$ cat src/rtl/act_arr_pipe.sv
// act_arr_pipe
// Two-stage, valid/ready flow-controlled activation row for the systolic
// output path. Each beat carries SYS_COL signed lanes plus its own
// activation mode and clamp ceiling, so consecutive beats may use different
// modes without draining the pipeline.
//
// Modes: 0 bypass, 1 ReLU, 2 leaky ReLU (arithmetic right shift by
// LEAK_SHIFT), 3 clamped ReLU (ceiling {1'b0, clip_max}).
//
// Optional feature macro: ACT_ARR_PIPE_ZERO_CNT_EN
//    defined   : builds the zero-lane tally and saturating counter
//    undefined : zero_cnt is tied to 0 and zero_cnt_clr is ignored
//
// Ports:
//    clk           clock, rising edge
//    rst           asynchronous active-high reset
//    in_valid      input beat present
//    in_ready      block accepts the beat this cycle
//    in_mode       activation mode for the beat
//    clip_max      unsigned clamp ceiling, travels with the beat
//    in            input lanes
//    out_valid     output beat present
//    out_ready     downstream accepts the beat
//    out           result lanes
//    zero_cnt_clr  synchronous clear of the zero-lane counter
//    zero_cnt      saturating count of lanes forced to zero

module act_arr_pipe #(
   parameter int SYS_COL    = 16,
   parameter int DATA_WIDTH = 32,
   parameter int LEAK_SHIFT = 3,
   parameter int CNT_WIDTH  = 32
) (
   input  logic                  clk,
   input  logic                  rst,
   input  logic                  in_valid,
   output logic                  in_ready,
   input  logic [1:0]            in_mode,
   input  logic [DATA_WIDTH-2:0] clip_max,
   input  logic [DATA_WIDTH-1:0] in [0:SYS_COL-1],
   output logic                  out_valid,
   input  logic                  out_ready,
   output logic [DATA_WIDTH-1:0] out [0:SYS_COL-1],
   input  logic                  zero_cnt_clr,
   output logic [CNT_WIDTH-1:0]  zero_cnt
);

   typedef enum logic [1:0] {
      MODE_BYPASS = 2'd0,
      MODE_RELU   = 2'd1,
      MODE_LEAKY  = 2'd2,
      MODE_CLAMP  = 2'd3
   } mode_t;

   logic                  s1_valid;
   mode_t                 s1_mode;
   logic [DATA_WIDTH-2:0] s1_clip;
   logic [DATA_WIDTH-1:0] s1_data [0:SYS_COL-1];
   logic [DATA_WIDTH-1:0] act_lanes [0:SYS_COL-1];
   logic [DATA_WIDTH-1:0] clip_ext;
   logic                  s1_en;
   logic                  s2_en;

   // A stage may advance when it is empty or the stage after it is moving.
   // in_ready therefore depends combinationally on out_ready.
   assign s2_en    = !out_valid || out_ready;
   assign s1_en    = !s1_valid || s2_en;
   assign in_ready = s1_en;
   assign clip_ext = {1'b0, s1_clip};

   // Stage 1 captures the beat with its mode and ceiling; payload registers
   // only load on an actual handshake so idle cycles leave them untouched.
   always_ff @(posedge clk or posedge rst) begin
      if (rst) begin
         s1_valid <= 1'b0;
         s1_mode  <= MODE_BYPASS;
         s1_clip  <= '0;
         s1_data  <= '{default: '0};
      end else if (s1_en) begin
         s1_valid <= in_valid;
         if (in_valid) begin
            s1_mode <= mode_t'(in_mode);
            s1_clip <= clip_max;
            s1_data <= in;
         end
      end
   end

   // Per-lane activation. Clamp only compares non-negative lanes against a
   // ceiling whose MSB is 0, so an unsigned compare is exact there.
   always_comb begin
      act_lanes = s1_data;
      for (int i = 0; i < SYS_COL; i++) begin
         unique case (s1_mode)
            MODE_RELU: begin
               if (s1_data[i][DATA_WIDTH-1]) act_lanes[i] = '0;
            end
            MODE_LEAKY: begin
               if (s1_data[i][DATA_WIDTH-1])
                  act_lanes[i] = $unsigned($signed(s1_data[i]) >>> LEAK_SHIFT);
            end
            MODE_CLAMP: begin
               if (s1_data[i][DATA_WIDTH-1]) act_lanes[i] = '0;
               else if (s1_data[i] > clip_ext) act_lanes[i] = clip_ext;
            end
            default: begin
            end
         endcase
      end
   end

   // Stage 2 registers the result; it holds while downstream stalls.
   always_ff @(posedge clk or posedge rst) begin
      if (rst) begin
         out_valid <= 1'b0;
         out       <= '{default: '0};
      end else if (s2_en) begin
         out_valid <= s1_valid;
         if (s1_valid) out <= act_lanes;
      end
   end

`ifdef ACT_ARR_PIPE_ZERO_CNT_EN
   localparam int ZW    = $clog2(SYS_COL + 1);
   localparam int SUM_W = ((CNT_WIDTH > ZW) ? CNT_WIDTH : ZW) + 1;

   logic [ZW-1:0]        tally;
   logic [ZW-1:0]        beat_zero;
   logic [CNT_WIDTH-1:0] cnt;
   logic [SUM_W-1:0]     cnt_sum;
   logic [SUM_W-1:0]     cnt_max;

   // Lanes forced to zero: negative lanes under ReLU or clamp only.
   always_comb begin
      tally = '0;
      for (int i = 0; i < SYS_COL; i++) begin
         if (s1_data[i][DATA_WIDTH-1] &&
             ((s1_mode == MODE_RELU) || (s1_mode == MODE_CLAMP)))
            tally = tally + ZW'(1);
      end
   end

   // The tally rides in stage 2 alongside its beat.
   always_ff @(posedge clk or posedge rst) begin
      if (rst) beat_zero <= '0;
      else if (s2_en && s1_valid) beat_zero <= tally;
   end

   // Wide sum so saturation can be detected without wrap.
   always_comb begin
      cnt_max                = '0;
      cnt_max[CNT_WIDTH-1:0] = '1;
      cnt_sum                = SUM_W'(cnt) + SUM_W'(beat_zero);
   end

   // Counter updates on the output handshake; a coincident clear wins.
   always_ff @(posedge clk or posedge rst) begin
      if (rst) cnt <= '0;
      else if (zero_cnt_clr) cnt <= '0;
      else if (out_valid && out_ready)
         cnt <= (cnt_sum > cnt_max) ? '1 : cnt_sum[CNT_WIDTH-1:0];
   end

   assign zero_cnt = cnt;
`else
   logic unused_zero_cnt_clr;

   assign unused_zero_cnt_clr = zero_cnt_clr;
   assign zero_cnt            = '0;
`endif

endmodule

$ cat config.mk
export PLATFORM = sky130hd
export DESIGN_NAME = act_arr_pipe
export DESIGN_NICKNAME = d
export VERILOG_FILES = /design/src/rtl/act_arr_pipe.sv
export SDC_FILE = /design/constraint.sdc
export NUM_CORES = 2
export LEC_CHECK = 0
export ABC_AREA = 1
export CAP_MARGIN = 20
export CORE_ASPECT_RATIO = 0.5
export CORE_MARGIN = 5
export CORE_UTILIZATION = 30
export CTS_BUF_LIST = sky130_fd_sc_hd__clkbuf_4 sky130_fd_sc_hd__clkbuf_8
export DETAILED_ROUTE_END_ITERATION = 10
export GPL_TIMING_DRIVEN = 0
export PLACE_DENSITY_LB_ADDON = 0.12
export SLEW_MARGIN = 20
export SYNTH_ARGS = -nofsm -noshare
export SYNTH_HDL_FRONTEND = slang
export SYNTH_SLANG_ARGS = --single-unit
export TNS_END_PERCENT = 10
$ cat constraint.sdc
create_clock -name clk -period 52.8 [get_ports clk]
set_input_delay 10.56 -clock clk [delete_from_list [all_inputs] [get_ports clk]]
set_output_delay 10.56 -clock clk [all_outputs]
set_load 0.02 [all_outputs]
# After elaboration in Yosys (flattened, before gate mapping)
# Index checks and enable logic that the tools add are counted.
# Widths: inputs -> output; s select.
[classes] magnitude_cmp=16 n_mux=80 n_eq_ne=3 reduce_logical=6
[ops] op="$pmux 32 s3" count=16
[ops] op="$mux 31" count=48
[ops] op="$gt 32x31->1" count=16
[ops] op="$mux 32" count=16
[ops] op="$eq 2x2->1 const B" count=2
[ops] op="$reduce_and 2->1" count=2
[ops] op="$eq 2x1->1 const B" count=1
[ops] op="$logic_not 1->1" count=2
[ops] op="$logic_or 1x1->1" count=2
[word_totals] in_bits=550 reg_bits=1059 output_inout_bits=546

# Logic depth before layout (Yosys ltp)
[logic_depth] word_depth=4 depth_mapped=20 ltp_nobuf=19

# Worst setup path after synthesis
# Ideal clock, no wire load.
[synth_timing] path_kind="input port to output port" start="in out_ready" end="out in_ready" slack_ns=31.427 stages=2 arrival_time_ns=10.813 path_cell_list="inv_1 -> nand3_1"
[synth_between] elab_chain_cells=2
[synth_lines] element="from (decl)" line="42" source="input logic out_ready,"
[synth_lines] element="$logic_or 1x1->1" line="66" source="assign s2_en = !out_valid || out_ready;"
[synth_lines] element="$logic_or 1x1->1" line="67" source="assign s1_en = !s1_valid || s2_en;"
[synth_lines] element="to (decl)" line="37" source="output logic in_ready,"
# No other way between the ends.

# Final worst setup path
# Same ends and word-level chain as after synthesis.

==> qor.yml <==
placement:
  dp_cells: 14500
  port_buffers: 1062
  post-place-ws_ns: 30.41
  dpl.hpwl_um: 292000
  gp_congestion: 0.930
critical_path:
  crit_top_cell: "clkdlybuf4s50_1"
  cp_max_fo: 3
  cp_top_family: "buffers and inverters"
  cp.arrival_ns: 11.82
  crit_chain: "clkdlybuf4s50_1 -> inv_1 -> nand3_1 -> clkdlybuf4s50_1"
  cp.required_ns: 42.24
  end_kind: "output pin"
  critPathSlowestCell: "clkdlybuf4s50_1"
  path_buf_inv: 3
  path_class: "primary input to output pin"
  max_stage_delay_ns: 0.63
  critPathLaunchType: "primary input"
sta:
  period_share_pct: 42.4
  worstMarginPinSlew_ns: 1.27
  finalMaxSlewViolations: 0
  fin_worst_skew_ns: 0.0730
  worst_slack_ns: 30.42
  rsz0062_at_grt: "no"
  setup_violations: 0
  hold_viol: 0
  relSlewSlack_pct: 14.6
  clock.fmax_ghz: 0.0447
  period_needed_ns: 22.38
route:
  drc_errors: 0
  wire_per_inst_um: 26.6
  finalWirelength_um: 396000
  drt_iter0_markers: 9256
  postRouteAntennaNets: 0
  num_vias: 80200
  vias_per_cell: 5.39
  drtPass1Iterations: 6
global_routing:
  gr-total-overflow: 0
  grt_pass1_vias: 75900
  grt_start_max_net_pins: 98
  globalRouteTotalUtil_pct: 30.6
  antenna_found_initial: 49
  grt_first_pass_wirelength_um: 552000
floorplanning:
  start_util_pct: 30.1
  fp.dieH_um: 354
  fp.dieW_um: 697
  core-area_sq_um: 235000
  num_io_pins: 1096
  core.rowCount: 126
  dieArea_sq_um: 247000
synthesis:
  avgSynthCellArea_sq_um: 6.91
  synth-seq-cells: 1059
  synth_edf_count: 0
  synth_area_sq_um: 70900
  yosysWarnings: 0
  syn_inst: 10300
  async_flop_share_pct: 100
  yosysUniqueCellTypes: 32
  synth_ff_type: "dfrtp_1"
  yosysTopAreaCellShare_pct: 37.4
  ys_seq_area_share_pct: 37.4
  synth_top_cell_by_area: "dfrtp_1"
  synth_area_leaders: "dfrtp_1, nand2_1, a21oi_1, ha_1, nand3_1"
flow_run:
  cap_violations: 0
clock_network:
  cts_buffers: 187
  clk_pin_slew_ns: 0.06
  clk_latency_ns: 0.98
  tritoncts: "done"
  clkSinkCount: 1059
  cts_resized: 0
  post-cts-setup-buffers: 0
  clock_path_buffers: 4
  postCtsHoldBufs: 0
  root_buffer: "clkbuf_8"
  htreeDepth: 4
finish:
  fillers: 25000
  drive_gt1_share_pct: 5.25
  instances_no_fill: 14900
  nets: 12600
  syn2layout_area_growth_pct: 28.7
hold_path:
  hold_class: "flop to flop"
power_and_ir_drop:
  power_leakage_nw: 44.2
  power.density_nw_per_um2: 44.9
  p_total_mw: 4.09
  peakVddDrop_mv: 0.0236
status:
  status: "complete, no violations"
## stage by stage
step / area (sq um) / util (%) / setup TNS, ns / hold WS [ns]
CTS: 91100 / 38.7 / 0 / 0.482
floorplan: 71000 / - / 0 / 0.515
global route: 91200 / 38.7 / 0 / 0.500
detailed placement: 87000 / 37.0 / 0 / 0.464
global placement: 85500 / 36.3 / -3769.74 / 0.462
finish: 91200 / 38.7 / 0 / 0.478
## cell families after synthesis
family	share of synthesized area [%]
flops	37.4
buf+inv	8.00
compound gates	16.8
other cells	0.00529
fa+ha+maj	8.76
simple gates	29.0
## registers in the layout (all words and copies together) (netlist names)
name / count
out: 512
out_valid: 1
s1_clip: 31
s1_data: 512
s1_mode: 2
s1_valid: 1
## layout make-up
class	instances	area (sq um)	share of cell area [%]
timing repair buffer	1115	11900	13.1
buffer	750	3230	3.55
multi-input combinational	7791	38800	42.5
sequential	1059	26500	29.1
tap	3136	3920	4.30
clock inverter	55	678	0.744
clock buffer	270	3480	3.81
inverter	684	2590	2.84
antenna	28	70.1	0.0768
## synthesized netlist by cell type, types with 69 or more instances
cell type	instances
nand2_1	3184
a21oi_1	1655
dfrtp_1	1059
nand3_1	1051
nor2_1	715
inv_1	635
clkbuf_1	568
ha_1	496
o22ai_1	362
buf_2	98
o21ai_0	83
o221ai_1	69
## routing by layer
layer | share of wire [%] | vias up | track usage (%) | wire (um)
li1 | - | 36800 | - | -
met3 | 7.7 | 924 | 5.11 | 30500
met2 | 46 | 3965 | 49.5 | 182000
met1 | 39 | 38500 | 38.1 | 156000
met5 | 0.026 | - | 0.308 | 103
met4 | 7.1 | 2 | 18.8 | 28300
## placed cells by master, fill, tap and decap left out, types with 83 or more instances in the layout
master,netlist,final
nand3_1,1051,1051
dfrtp_1,1059,1058
inv_1,635,634
ha_1,496,496
buf_2,98,99
clkbuf_8,0,232
o22ai_1,362,362
clkdlybuf4s50_1,0,1062
nand2_1,3184,3183
a21oi_1,1655,1655
o21ai_0,83,83
nor2_1,715,714
clkbuf_1,568,521
## final timing paths
| kind | from | to | slack [ns] | depth (start not counted) |
|---|---|---|---|---|
| max | out_ready | in_ready | 30.42 | 4 |
| min | out[335] | out[335] | 0.48 | 2 |
| max reg2reg | s1_clip[20] | out[38] | 48.05 | 16 |
| min reg2reg | out[335] | out[335] | 0.48 | 2 |
| max in group asynchronous | rst | s1_data[371] | 40.59 | 6 |
| min in group asynchronous | rst | out[115] | 9.91 | 2 |
## worst reg2reg max path, delay by kind of cell, from the launching register on
| family | cells | cell delay (ns) |
|---|---|---|
| flops | 1 | 0.34 |
| buf+inv | 4 | 2.36 |
| simple gates | 11 | 1.45 |
| fa+ha+maj | 1 | 0.46 |
## where the power goes
group	internal [mW]	switching (mW)
sequential	1.03	0.151
clock	0.497	0.410
combinational	0.707	1.30
total	2.23	1.86
No activity file was read; power rests on OpenSTA's default activity.
